--- src/rtl/cnn_argmax_if.sv ---
// Stream and handshake bundle for the CNN argmax classifier.
// The margin signal exists only when CNN_ARGMAX_MARGIN_EN is defined.
interface cnn_argmax_if #(
  parameter int unsigned LOGIT_W = 16,
  parameter int unsigned CLASS_W = 4
);
  logic                 start;
  logic                 in_valid;
  logic                 in_ready;
  logic [LOGIT_W-1:0]   in_data;
  logic                 in_last;
  logic                 busy;
  logic                 done;
  logic [CLASS_W-1:0]   predicted_class;
  logic [LOGIT_W-1:0]   max_logit;
  logic                 err;
`ifdef CNN_ARGMAX_MARGIN_EN
  logic [LOGIT_W:0]     margin;
`endif

  modport master (
    output start, in_valid, in_data, in_last,
    input  in_ready, busy, done, predicted_class, max_logit, err
`ifdef CNN_ARGMAX_MARGIN_EN
    , input margin
`endif
  );

  modport slave (
    input  start, in_valid, in_data, in_last,
    output in_ready, busy, done, predicted_class, max_logit, err
`ifdef CNN_ARGMAX_MARGIN_EN
    , output margin
`endif
  );
endinterface

--- src/rtl/cnn_argmax_classifier.sv ---
// Streaming argmax over signed logits with frame-length error checking.
// Optional CNN_ARGMAX_MARGIN_EN adds a top-1 minus top-2 margin output.
module cnn_argmax_classifier #(
  parameter int unsigned NUM_CLASSES = 10,
  parameter int unsigned LOGIT_W     = 16,
  parameter int unsigned CLASS_W     = 4
) (
  input logic         clk,
  input logic         rst,
  cnn_argmax_if.slave bus
);
  localparam int unsigned LAST_IDX = NUM_CLASSES - 1;

  typedef enum logic [1:0] {S_IDLE, S_ACCUM, S_DONE} state_t;
  state_t state, state_next;

  logic                      in_ready_q, busy_q, done_q, err_q;
  logic [CLASS_W-1:0]        class_q, cnt, run_idx;
  logic [LOGIT_W-1:0]        max_q;
  logic signed [LOGIT_W-1:0] run_max;
  logic                      have_max;

  logic                      xfer_c, final_c, at_last_c, take_c;
  logic signed [LOGIT_W-1:0] beat_c, new_max_c;
  logic [CLASS_W-1:0]        new_idx_c;

  assign beat_c    = $signed(bus.in_data);
  assign xfer_c    = bus.in_valid && in_ready_q;
  assign at_last_c = (cnt == CLASS_W'(LAST_IDX));
  assign final_c   = xfer_c && (bus.in_last || at_last_c);
  // Strictly-greater replacement keeps the lowest index on ties
  assign take_c    = !have_max || (beat_c > run_max);
  assign new_max_c = take_c ? beat_c : run_max;
  assign new_idx_c = take_c ? cnt : run_idx;

  always_ff @(posedge clk or posedge rst) begin
    if (rst) state <= S_IDLE;
    else     state <= state_next;
  end

  always_comb begin
    state_next = state;
    case (state)
      S_IDLE:  if (bus.start) state_next = S_ACCUM;
      S_ACCUM: if (final_c)   state_next = S_DONE;
      S_DONE:  state_next = S_IDLE;
      default: state_next = S_IDLE;
    endcase
  end

  // Handshake outputs are registered from the next state
  always_ff @(posedge clk or posedge rst) begin
    if (rst) begin
      in_ready_q <= 1'b0;
      busy_q     <= 1'b0;
      done_q     <= 1'b0;
    end else begin
      in_ready_q <= (state_next == S_ACCUM);
      busy_q     <= (state_next == S_ACCUM);
      done_q     <= (state_next == S_DONE);
    end
  end

  always_ff @(posedge clk or posedge rst) begin
    if (rst) begin
      cnt      <= '0;
      run_idx  <= '0;
      run_max  <= '0;
      have_max <= 1'b0;
      class_q  <= '0;
      max_q    <= '0;
      err_q    <= 1'b0;
    end else begin
      if (state == S_IDLE && bus.start) begin
        cnt      <= '0;
        have_max <= 1'b0;
      end
      if (xfer_c) begin
        cnt      <= cnt + CLASS_W'(1);
        have_max <= 1'b1;
        run_max  <= new_max_c;
        run_idx  <= new_idx_c;
      end
      // Results are captured with the final beat so they are valid alongside done
      if (final_c) begin
        class_q <= new_idx_c;
        max_q   <= LOGIT_W'(new_max_c);
        err_q   <= (bus.in_last != at_last_c);
      end
    end
  end

`ifdef CNN_ARGMAX_MARGIN_EN
  logic signed [LOGIT_W-1:0] run_sec, new_sec_c;
  logic                      have_sec, new_have_sec_c;
  logic [LOGIT_W:0]          margin_q;

  // Second max: displaced top-1 or a beat beating the current runner-up
  always_comb begin
    new_sec_c      = run_sec;
    new_have_sec_c = have_sec;
    if (have_max) begin
      if (beat_c > run_max) begin
        new_sec_c      = run_max;
        new_have_sec_c = 1'b1;
      end else if (!have_sec || beat_c > run_sec) begin
        new_sec_c      = beat_c;
        new_have_sec_c = 1'b1;
      end
    end
  end

  always_ff @(posedge clk or posedge rst) begin
    if (rst) begin
      run_sec  <= '0;
      have_sec <= 1'b0;
      margin_q <= '0;
    end else begin
      if (state == S_IDLE && bus.start) have_sec <= 1'b0;
      if (xfer_c) begin
        run_sec  <= new_sec_c;
        have_sec <= new_have_sec_c;
      end
      if (final_c) begin
        margin_q <= new_have_sec_c
                    ? ({new_max_c[LOGIT_W-1], new_max_c} - {new_sec_c[LOGIT_W-1], new_sec_c})
                    : '0;
      end
    end
  end

  assign bus.margin = margin_q;
`endif

  assign bus.in_ready        = in_ready_q;
  assign bus.busy            = busy_q;
  assign bus.done            = done_q;
  assign bus.predicted_class = class_q;
  assign bus.max_logit       = max_q;
  assign bus.err             = err_q;
endmodule

--- src/flat_wrapper.sv ---
// flat-port wrapper written by rule: the top's interface ports become plain ports
module cnn_argmax_classifier_flat 
#(
  parameter int unsigned NUM_CLASSES = 10,
  parameter int unsigned LOGIT_W     = 16,
  parameter int unsigned CLASS_W     = 4
)
  (clk, rst, bus_start, bus_in_valid, bus_in_data, bus_in_last, bus_in_ready, bus_busy, bus_done, bus_predicted_class, bus_max_logit, bus_err);
  cnn_argmax_if #(.LOGIT_W(LOGIT_W), .CLASS_W(CLASS_W)) bus_i ();
  input logic clk;
  input logic rst;
  input wire logic [$bits(bus_i.start)-1:0] bus_start;
  input wire logic [$bits(bus_i.in_valid)-1:0] bus_in_valid;
  input wire logic [$bits(bus_i.in_data)-1:0] bus_in_data;
  input wire logic [$bits(bus_i.in_last)-1:0] bus_in_last;
  output wire logic [$bits(bus_i.in_ready)-1:0] bus_in_ready;
  output wire logic [$bits(bus_i.busy)-1:0] bus_busy;
  output wire logic [$bits(bus_i.done)-1:0] bus_done;
  output wire logic [$bits(bus_i.predicted_class)-1:0] bus_predicted_class;
  output wire logic [$bits(bus_i.max_logit)-1:0] bus_max_logit;
  output wire logic [$bits(bus_i.err)-1:0] bus_err;
  assign bus_i.start = bus_start;
  assign bus_i.in_valid = bus_in_valid;
  assign bus_i.in_data = bus_in_data;
  assign bus_i.in_last = bus_in_last;
  assign bus_in_ready = bus_i.in_ready;
  assign bus_busy = bus_i.busy;
  assign bus_done = bus_i.done;
  assign bus_predicted_class = bus_i.predicted_class;
  assign bus_max_logit = bus_i.max_logit;
  assign bus_err = bus_i.err;
  cnn_argmax_classifier #(.NUM_CLASSES(NUM_CLASSES), .LOGIT_W(LOGIT_W), .CLASS_W(CLASS_W)) u_core (.clk(clk), .rst(rst), .bus(bus_i));
endmodule
--- config.mk ---
export PLATFORM = sky130hd
export DESIGN_NAME = cnn_argmax_classifier_flat
export DESIGN_NICKNAME = d
export VERILOG_FILES = /design/src/rtl/cnn_argmax_if.sv /design/src/rtl/cnn_argmax_classifier.sv /design/src/flat_wrapper.sv
export SDC_FILE = /design/constraint.sdc
export NUM_CORES = 1
export LEC_CHECK = 0
export ABC_CLOCK_PERIOD_IN_PS = 2400
export CAP_MARGIN = 20
export CORE_MARGIN = 4
export CORE_UTILIZATION = 50
export CTS_BUF_LIST = sky130_fd_sc_hd__clkbuf_8 sky130_fd_sc_hd__clkbuf_16
export CTS_CLUSTER_DIAMETER = 100
export DETAILED_ROUTE_END_ITERATION = 7
export PLACE_DENSITY_LB_ADDON = 0.08
export SYNTH_ARGS = -nofsm -noshare
export SYNTH_HDL_FRONTEND = slang
export SYNTH_SLANG_ARGS = --single-unit
--- constraint.sdc ---
create_clock -name clk -period 2.4 [get_ports clk]
set_input_delay 0.36 -clock clk [delete_from_list [all_inputs] [get_ports clk]]
set_output_delay 0.36 -clock clk [all_outputs]
set_load 0.03 [all_outputs]
Yosys cells after proc, flatten, opt, wreduce, memory -nomap -nowiden
Cells that the tools add are included.

word-level totals
  flip-flop bits (word level) = 50
  output and inout port bits = 24

operators by class
  mux-type cells = 9
  reductions and logical operators = 8
  add/subtract/negate cells = 1
  equal/unequal tests = 5
  order comparisons = 1

operator list
  cell                   count
  $gt A16 B16 Y1         1
  $mux W16               1
  $mux W4                3
  $add A4 B1 Y4 const B  1
  $eq A2 B1 Y1 const B   2
  $eq A4 B4 Y1 const B   1
  $mux W2                2
  $pmux W2 S2            1
  $logic_and A1 B1 Y1    3
  $eq A2 B2 Y1 const B   1
  $logic_not A2 Y1       1
  $logic_or A1 B1 Y1     2
  $mux W1                2
  $reduce_bool A2 Y1     1
  $logic_not A1 Y1       1
  $ne A1 B1 Y1           1

Depth between registers and ports, before layout
Gate-level depths: netlist of the first run.

  depth after elaboration = 6
  depth in mapped cells = 9
  mapped depth without buffers = 8

Worst setup path before layout of the first run
OpenSTA, ideal clock, no wires.

  path kind = reg-to-reg
  from = register u_core.run_max[15]
  to = register u_core.run_idx[0]
  path buffers = 1
  library setup time = 0.125 ns
  cell stages (with the launch flop) = 10
  clock period less this slack = 2.219 ns
  arrival time = 2.094 ns
  slack = 0.181 ns
  cell sequence = dfrtp_1 > inv_1 > ha_1 > nand4_2 > or3_4 > a31oi_4 > nor3_2 > o22ai_2 > buf_6 > mux2_4

on the way
  cells in the longest elaborated chain, start to end = 3

ends and longest elaborated chain
  element                 RTL line                     source
  from (decl)             cnn_argmax_classifier.sv:20  logic signed [LOGIT_W-1:0] run_max;
  from (signal assigned)  cnn_argmax_classifier.sv:81  run_max <= new_max_c;
  $gt A16 B16 Y1          cnn_argmax_classifier.sv:32  assign take_c = !have_max || (beat_c > run_max);
  $logic_or A1 B1 Y1      cnn_argmax_classifier.sv:32
  $mux W4                 cnn_argmax_classifier.sv:34  assign new_idx_c = take_c ? cnt : run_idx;
  to (signal assigned)    cnn_argmax_classifier.sv:82  run_idx <= new_idx_c;
  to (decl)               cnn_argmax_classifier.sv:18  logic [CLASS_W-1:0] class_q, cnt, run_idx;

Every way passes these cells.
A chain may end at the register's enable or synchronous reset.

Worst setup path in the final report of the first run
  from = input port bus_in_data[1]
  to = register u_core.run_max[10]

on the way
  cells in the longest elaborated chain, start to end = 3

ends and longest elaborated chain
  element             RTL line                     source
  from (decl)         flat_wrapper.sv:14           input wire logic [$bits(bus_i.in_data)-1:0] bus_in_data;
  $gt A16 B16 Y1      cnn_argmax_classifier.sv:32
  $logic_or A1 B1 Y1  cnn_argmax_classifier.sv:32
  $mux W16            cnn_argmax_classifier.sv:33  assign new_max_c = take_c ? beat_c : run_max;

Every way passes these cells.

==> results_dict.tcl, run 1 <==
set metrics [dict create \
    drive_above_1_share 0.3133 \
    max_freq_mhz 424.9 \
    worstSetupStartpointType "input port" \
    clkSlewWorstSetupHoldPaths_ns 0.09 \
    h-tree-depth 2 \
    cp.arrival_ns 2.55 \
    cpMostUsedCell "buf_6" \
    num_vias 1990 \
    p_leak_uw 0.001720 \
    path_max_fanout 5 \
    avgSynthCellArea_sq_um 11.75 \
    fin_crit_sh 0.9805 \
    synth-edff-count 0 \
    min_path_cells 2 \
    synthDistinctLibCells 42 \
    cp.required_ns 2.60 \
    slew_violations 0 \
    dp_hpwl_microns 4323 \
    wl_microns 6081 \
    grtUsageTotal 0.1958 \
    die_h_microns 80.39 \
    place_inst 357 \
    cts_sinks 50 \
    grt_pass1_vias 2018 \
    clock_path_buffers 2 \
    core_area_sq_um 5107 \
    synth_seq_cells 50 \
    drt_iter0_drc 88 \
    p_per_area_nw_per_um2 1318 \
    slew_headroom 0.6565 \
    async_flop_share 1.000 \
    num_io_pins 45 \
    diodes 0 \
    cts-root-buf "clkbuf_8" \
    vias_per_cell 5.378 \
    slowest_stage "clkdlybuf4s50_1" \
    synth_area_sq_um 2620 \
    synth_fp_nets 263 \
    row_count 26 \
    reg2reg_slack_ns 0.06 \
    setup_viol 0 \
    worstSetupPathType "input port to flip-flop" \
    status "completed" \
    cts_made_buffers 5 \
    drc_errors 0 \
    dpl_cell_area_sq_um 3324 \
    tightest_slew_ns 0.5145 \
    globalplace.congestion 0.8173 \
    gr-total-overflow 0 \
    die_x_microns 80.39 \
    nNetsFinal 339 \
    post_drt_wl_per_cell_microns 16.44 \
    clkLatencyLatePin_ns 0.31 \
    fin_area_sq_um 3660 \
    pre_cts_ws_ns -0.3480 \
    ir_drop_uv 681.3 \
    setup.worst_path.end_class "flip-flop" \
    worst_slack_ns 0.04677 \
    final_cells 370 \
    initial_core_util 0.5130 \
    syn_inst 223 \
    antenna_found_initial 0 \
    max_stage_delay_ns 0.46 \
    synthToLayoutAreaGrowth_pct 39.68 \
    finClkSkew_ns 0.006601 \
    grt_max_degree 29 \
    ff2ff_path_depth 10 \
    finalCriticalPeriod_ns 2.353 \
    cts_tree "built" \
    fill_cells 369 \
    grt_pass1_wl_microns 9777 \
    hold_path_class "input port to flip-flop" \
    yosysWarnings 0 \
    io_buffers 44 \
    ys_seq_area_frac 0.4776 \
    hold_violations 0 \
    drtPass1Iterations 4 \
    path_cells "clkdlybuf4s50_1 > ha_1 > nor2b_2 > o2111ai_4 > a31oi_4 > nor3_2 > o22ai_2 > buf_6 > buf_6 > mux2_4" \
    antenna_left 0 \
    synth-main-ff-cell "dfrtp_1" \
    die_area_sq_um 6463 \
    max-cap-violations 0 \
    cts_hold_buf 0 \
]
==> state kept, by name, summed over array words and instances, names as in the netlist <==
name / cells
u_core.bus.max_logit: 16
u_core.bus.err: 1
u_core.run_idx: 4
u_core.bus.in_ready: 1
u_core.have_max: 1
u_core.bus.predicted_class: 4
u_core.cnt: 4
u_core.run_max: 16
u_core.bus.done: 1
u_core.state: 2
==> final timing paths <==
check / start / to
min in group asynchronous: rst / u_core.bus.predicted_class[0]$_DFFE_PP0P_
worst min register to register: u_core.state[1]$_DFF_PP0_ / u_core.state[0]$_DFF_PP0_
max in group asynchronous: rst / u_core.run_max[8]$_DFFE_PP0P_
worst max-delay path: bus_in_data[1] / u_core.run_max[10]$_DFFE_PP0P_
worst min-delay path: bus_in_data[4] / u_core.run_max[4]$_DFFE_PP0P_
worst max register to register: u_core.run_max[15]$_DFFE_PP0P_ / u_core.run_max[10]$_DFFE_PP0P_
==> stage by stage <==
step	TNS [ns]	power [uW]	utilization	hold WS, ns
3_3_place_gp	-11.44	3946	0.6509	0.4928
5_1_grt	-0.2245	5148	0.7166	0.3901
2_1_floorplan	0	3181	-	0.4727
6_report	0	4825	0.7166	0.3775
3_5_place_dp	-12.29	4005	0.6509	0.4926
4_1_cts	-0.1450	4558	0.6712	0.4068
==> cell usage after synthesis (all sizes together), types with 2 or more instances <==
cell | n | area share
dfrtp | 50 | 0.48
inv | 25 | 0.036
a21oi | 22 | 0.043
o22ai | 22 | 0.055
ha | 19 | 0.091
mux2 | 19 | 0.11
nand2 | 9 | 0.013
buf | 7 | 0.024
nor2 | 6 | 0.0086
nand3 | 5 | 0.0095
o21ai | 5 | 0.0095
a211oi | 3 | 0.0086
clkbuf | 3 | 0.0043
nor3 | 3 | 0.0076
a21o | 2 | 0.0062
and2 | 2 | 0.0048
mux2i | 2 | 0.0076
nor2b | 2 | 0.0057
nor4b | 2 | 0.0067
==> where the power goes <==
| group | leakage, uW | switching [uW] | total [uW] | internal (uW) |
|---|---|---|---|---|
| Clock | 0.0000514 | 291 | 528 | 238 |
| Sequential | 0.000585 | 268 | 1500 | 1240 |
| Combinational | 0.00108 | 1370 | 2790 | 1420 |
==> kinds of logic (layout without fill, tap and decap cells) <==
| kind of cell | Yosys count | after routing | synth area share |
|---|---|---|---|
| fa+ha+maj | 19 | 19 | 0.09074 |
| compound gates | 62 | 62 | 0.1705 |
| simple gates | 36 | 36 | 0.08214 |
| flops | 50 | 50 | 0.4776 |
| mux | 21 | 21 | 0.1151 |
| buf+inv | 35 | 112 | 0.06399 |
==> layout by cell type, fill, tap and decap left out, drive strengths merged, types with 3 or more instances in the layout <==
cell           netlist  layout
o21ai                5       5
o22ai               22      22
dfrtp               50      50
a211oi               3       3
clkbuf               3       6
clkdlybuf4s50        0      31
a21oi               22      22
nor2                 6       6
ha                  19      19
inv                 25      25
nor3                 3       3
nand3                5       5
buf                  7      35
mux2                19      19
dlymetal6s2s         0      13
nand2                9       9
==> repair_timing <==
item,CTS,global route
pin swaps,0,15
endpoints found under the setup margin,11,39
gates resized for setup,1,38
buffers inserted,0,5
==> area by class of cell <==
type | instances | area [sq um] | share of cell area
clock buffers | 6 | 82.58 | 0.02256
clock inverters | 2 | 17.52 | 0.004786
inverters | 25 | 93.84 | 0.02564
multi-input cells | 138 | 1340 | 0.3662
flip-flops and latches | 50 | 1251 | 0.3419
well taps | 70 | 87.58 | 0.02393
repair buffers | 79 | 787.0 | 0.2150
==> worst max-delay path: cells and delay by family <==
family / cells / cell delay (ns)
muxes: 1 / 0.30
AOI/OAI and AO/OA: 3 / 0.58
buffers and inverters: 3 / 0.73
adders and majority gates: 1 / 0.33
and+or+nand+nor: 2 / 0.25
==> metal layers <==
| metal | part of all wire | up-vias | track usage | wire, microns |
|---|---|---|---|---|
| li1 | - | 955 | - | - |
| met3 | 0.041 | 10 | 0.03812 | 250 |
| met4 | 0.013 | 0 | 0.04899 | 77 |
| met5 | 0 | - | 0 | 0 |
| met2 | 0.50 | 41 | 0.3328 | 3036 |
| met1 | 0.45 | 984 | 0.2557 | 2716 |
Power figures use the tool's default switching activity.
==> inputs of run 2 (changes only) <==
--- a/config.mk
+++ b/config.mk
@@ -8,11 +8,11 @@
 export ABC_CLOCK_PERIOD_IN_PS = 2400
 export CAP_MARGIN = 20
 export CORE_MARGIN = 4
-export CORE_UTILIZATION = 50
+export CORE_UTILIZATION = 45
 export CTS_BUF_LIST = sky130_fd_sc_hd__clkbuf_8 sky130_fd_sc_hd__clkbuf_16
 export CTS_CLUSTER_DIAMETER = 100
 export DETAILED_ROUTE_END_ITERATION = 7
-export PLACE_DENSITY_LB_ADDON = 0.08
+export PLACE_DENSITY = 0.82
 export SYNTH_ARGS = -nofsm -noshare
 export SYNTH_HDL_FRONTEND = slang
 export SYNTH_SLANG_ARGS = --single-unit
==> results_dict.tcl, run 2 (synthesis results as in run 1) <==
set metrics [dict create \
    max-cap-violations 0 \
    worst-path-buf-inv 2 \
    h-tree-depth 2 \
    core_area_sq_um 5574 \
    setup.worst_path.end_class "flip-flop" \
    place_inst 354 \
    wl_microns 6587 \
    initial_core_util 0.4700 \
    ff2ff_path_depth 9 \
    mostFrequentLayoutCells "50 x dfrtp_1, 32 x clkdlybuf4s50_1, 23 x buf_4" \
    nNetsFinal 334 \
    grtUsageTotal 0.1940 \
    finClkSkew_ns 0.007071 \
    fill_cells 389 \
    rsz0062_at_grt "yes" \
    met2_length_microns 3492 \
    synthToLayoutAreaGrowth_pct 39.97 \
    slowest_stage "clkdlybuf4s50_1" \
    max_stage_delay_ns 0.42 \
    cts_hold_buf 0 \
    setup_viol 0 \
    whs_ns 0.3908 \
    status "completed" \
    drt_iter0_drc 119 \
    clkLatencyLatePin_ns 0.31 \
    clock_path_buffers 2 \
    dr_wl_met3_microns 274 \
    die_area_sq_um 7107 \
    ir_drop_uv 544.9 \
    antenna_left 0 \
    post_drt_wl_per_cell_microns 17.95 \
    die_h_microns 84.31 \
    vias_per_cell 5.564 \
    fin_crit_sh 0.9889 \
    max_freq_mhz 421.4 \
    cp.arrival_ns 2.57 \
    num_io_pins 45 \
    path_cells "clkdlybuf4s50_1 > ha_1 > nand2_2 > or3_4 > a31oi_4 > nor3_2 > o22ai_2 > bufbuf_16 > mux2_4" \
    cpLargestDelayFamily "buffers and inverters" \
    dp_hpwl_microns 4533 \
    diodes 0 \
    worstSetupStartpointType "input port" \
    io_buffers 44 \
    drive_above_1_share 0.3186 \
    path_max_fanout 8 \
    p_per_area_nw_per_um2 1375 \
    globalplace.congestion 0.9289 \
    gr-total-overflow 0 \
    final_cells 367 \
    layout_commonest_cell "dfrtp_1" \
    crit_path_start "bus_in_data[10]" \
    tns_ns 0 \
    hold_path_class "input port to asynchronous set/reset pin" \
    hold_violations 0 \
    cp.required_ns 2.60 \
    p_leak_uw 0.001652 \
    drc_errors 0 \
    reg2reg_slack_ns 0.03 \
    grt_max_degree 30 \
    num_vias 2042 \
    slew_headroom 0.6774 \
    die_x_microns 84.31 \
    grt_pass1_vias 2194 \
    antenna_found_initial 0 \
    row_count 27 \
    grt_pass1_wl_microns 11020 \
    slew_violations 0 \
    drtPass1Iterations 4 \
    cts_sinks 50 \
    cts-root-buf "clkbuf_8" \
    r2r_end "u_core.run_max[10]$_DFFE_PP0P_" \
    cts_made_buffers 5 \
    met1Wirelength_microns 2719 \
    tightest_slew_ns 0.4832 \
    r2r-start "u_core.run_max[3]$_DFFE_PP0P_" \
    highest_layer "met4" \
    clkSlewWorstSetupHoldPaths_ns 0.09 \
    cts_tree "built" \
    worstSetupPathType "input port to flip-flop" \
    finalCriticalPeriod_ns 2.373 \
    power.total_uw 5044 \
]
==> run 2: worst reg2reg max path, cell delays in order, from the launching register on <==
cell and delay, ns:
dfrtp_1 0.41, inv_2 0.09, ha_4 0.21, a21o_1 0.20, a221oi_4 0.31, a31oi_4 0.14, nor3_2 0.21, o22ai_2 0.10
bufbuf_16 0.30, mux2_4 0.30
==> run 2: repair_timing <==
action,CTS,global route
pin swaps,12,9
setup endpoints to repair,38,38
gates cloned,1,0
gates resized for setup,17,22
setup buffers,1,3
==> run 2: per-layer routing <==
layer | vias up | GRT usage
met3 | 11 | 0.04024
met4 | 0 | 0.05994
li1 | 948 | -
met2 | 55 | 0.3400
met1 | 1028 | 0.2391
met5 | - | 0
==> run 2: where the power goes <==
group          leakage, uW  switching [uW]  internal (uW)
Clock            0.0000607             274            304
Sequential        0.000585             284           1240
Combinational      0.00101            1450           1500
==> run 2: through the flow <==
stage               area (sq um)  worst slack (ns)  utilization
global placement            3314           -0.3235       0.5946
floorplan                   2620            0.1810            -
detailed placement          3314           -0.4184       0.5946
global route                3667          -0.03816       0.6579
CTS                         3538          0.004134       0.6348
finish                      3667           0.02668       0.6579
==> run 2: how the worst max path moves through the flow <==
stage                                                            to  slack (ns)  cells past startpoint
after floorplan                       u_core.run_idx[0]$_DFFE_PP0P_        0.18                      9
after global placement         u_core.bus.max_logit[10]$_DFFE_PP0P_       -0.32                      9
after detailed placement  u_core.bus.predicted_class[0]$_DFFE_PP0P_       -0.42                      9
after CTS                             u_core.run_max[8]$_DFFE_PP0P_       0.004                     10
after global routing                 u_core.run_max[15]$_DFFE_PP0P_       -0.04                      9
final                                u_core.run_max[10]$_DFFE_PP0P_        0.03                      9
==> run 2: cell type report <==
class	count	area (sq um)	share of cell area
Clock buffer	5	68.82	0.01876
Clock inverter	3	37.54	0.01024
Inverter	25	93.84	0.02559
Multi-Input combinational cell	138	1374	0.3746
Sequential cell	50	1251	0.3412
Tap cell	72	90.09	0.02456
Timing Repair Buffer	74	752.0	0.2050
==> inputs of run 3 (changes only) <==
--- a/config.mk
+++ b/config.mk
@@ -12,7 +12,9 @@
 export CTS_BUF_LIST = sky130_fd_sc_hd__clkbuf_8 sky130_fd_sc_hd__clkbuf_16
 export CTS_CLUSTER_DIAMETER = 100
 export DETAILED_ROUTE_END_ITERATION = 7
+export MAX_ROUTING_LAYER = met4
 export PLACE_DENSITY = 0.82
+export SLEW_MARGIN = 20
 export SYNTH_ARGS = -nofsm -noshare
 export SYNTH_HDL_FRONTEND = slang
 export SYNTH_SLANG_ARGS = --single-unit
==> results_dict.tcl, run 3 (synthesis results as in run 1) <==
set metrics [dict create \
    h-tree-depth 2 \
    synthToLayoutAreaGrowth_pct 39.97 \
    post_drt_wl_per_cell_microns 18.06 \
    fill_cells 389 \
    ff2ff_path_depth 9 \
    layout_commonest_cell "dfrtp_1" \
    finalCriticalPeriod_ns 2.377 \
    p_leak_uw 0.001652 \
    globalplace.congestion 0.9453 \
    clkLatencyLatePin_ns 0.30 \
    path_max_fanout 8 \
    worstSetupStartpointType "input port" \
    worst-path-buf-inv 2 \
    initial_core_util 0.4700 \
    max_freq_mhz 420.8 \
    cts_tree "built" \
    ir_drop_uv 544.8 \
    slowest_stage "clkdlybuf4s50_1" \
    place_inst 354 \
    die_h_microns 84.31 \
    clkSlewWorstSetupHoldPaths_ns 0.09 \
    cts_hold_buf 0 \
    slew_violations 0 \
    p_per_area_nw_per_um2 1375 \
    core_area_sq_um 5574 \
    die_area_sq_um 7107 \
    grtUsageTotal 0.2003 \
    worstSetupPathType "input port to flip-flop" \
    grt_pass1_vias 2192 \
    antenna_left 0 \
    tightest_slew_ns 0.4999 \
    cpLargestDelayFamily "buffers and inverters" \
    gr-total-overflow 0 \
    path_cells "clkdlybuf4s50_1 > ha_1 > nand2_2 > or3_4 > a31oi_4 > nor3_2 > o22ai_2 > bufbuf_16 > mux2_4" \
    hold_violations 0 \
    cts-root-buf "clkbuf_8" \
    cts_made_buffers 5 \
    mostFrequentLayoutCells "50 x dfrtp_1, 32 x clkdlybuf4s50_1, 23 x buf_4" \
    cp.required_ns 2.60 \
    wl_microns 6629 \
    status "completed" \
    num_io_pins 45 \
    finClkSkew_ns 0.007296 \
    whs_ns 0.3985 \
    cp_num_cells 9 \
    hold_path_class "input port to asynchronous set/reset pin" \
    diodes 0 \
    num_vias 2061 \
    antenna_found_initial 0 \
    final_cells 367 \
    drtPass1Iterations 4 \
    io_buffers 44 \
    cp.arrival_ns 2.57 \
    max-cap-violations 0 \
    setup_viol 0 \
    dp_hpwl_microns 4533 \
    rsz0062_at_grt "yes" \
    cts_sinks 50 \
    multi_input_area_sq_um 1374 \
    setup.worst_path.end_class "flip-flop" \
    grt_pass1_wl_microns 11050 \
    die_x_microns 84.31 \
    drive_above_1_share 0.3186 \
    vias_per_cell 5.616 \
    grt_max_degree 30 \
    row_count 27 \
    power.total_uw 5044 \
    max_stage_delay_ns 0.42 \
    slew_headroom 0.6662 \
    clock_path_buffers 2 \
    drc_errors 0 \
    register_area_sq_um 1251 \
    drt_iter0_drc 117 \
    fin_crit_sh 0.9903 \
    nNetsFinal 334 \
]
## run 3: metal layers
metal / wire length [microns] / global-route usage / share of wire
met5: 0 / - / 0
met4: 123 / 0.05994 / 0.019
met3: 266 / 0.04024 / 0.040
met2: 3475 / 0.3379 / 0.52
met1: 2763 / 0.2422 / 0.42
## run 3: path summary, 6_finish.rpt
check	from	endpoint	slack, ns
min	rst	u_core.run_max[7]$_DFFE_PP0P_	0.40
min in group clk	bus_in_data[7]	u_core.run_max[7]$_DFFE_PP0P_	0.43
max reg2reg	u_core.run_max[14]$_DFFE_PP0P_	u_core.run_max[10]$_DFFE_PP0P_	0.04
max in group asynchronous	rst	u_core.have_max$_DFFE_PP0P_	1.47
max	bus_in_data[10]	u_core.run_max[10]$_DFFE_PP0P_	0.02
min reg2reg	u_core.run_idx[1]$_DFFE_PP0P_	u_core.bus.predicted_class[1]$_DFFE_PP0P_	0.53
## run 3: metrics by stage
stage / util / instance area, sq um / TNS [ns] / worst slack (ns)
3_3_place_gp: 0.5946 / 3314 / -12.03 / -0.3235
4_1_cts: 0.6348 / 3538 / 0 / 0.004134
5_1_grt: 0.6579 / 3667 / -0.2642 / -0.03816
2_1_floorplan: - / 2620 / 0 / 0.1810
6_report: 0.6579 / 3667 / 0 / 0.02333
3_5_place_dp: 0.5946 / 3314 / -14.12 / -0.4184
## run 3: where the power goes
part,switching [uW],total (uW),internal [uW]
logic,1450,2950,1500
clock network,272,576,304
registers,284,1520,1240
total,2010,5040,3040
## run 3: layout make-up
cell class                 count  share of cell area
clock buffer                   5             0.01876
clock inverter                 3             0.01024
inverter                      25             0.02559
multi-input combinational    138              0.3746
sequential                    50              0.3412
tap                           72             0.02456
timing repair buffer          74              0.2050
## run 3: worst register-to-register path: cells and delay by family (launching register included)
family / cells / cell delay (ns)
fa+ha+maj: 1 / 0.30
buf+inv: 2 / 0.38
mux: 1 / 0.31
simple gates: 3 / 0.59
compound gates: 2 / 0.31
flops: 1 / 0.38
## run 3: what timing repair did
action                                 4_1_cts  5_1_grt
setup buffers                                1        3
pin swaps                                   12       10
endpoints found under the hold margin        0        0
setup endpoints to repair                   38       38
resized for setup                           17       22
gates cloned                                 1        0
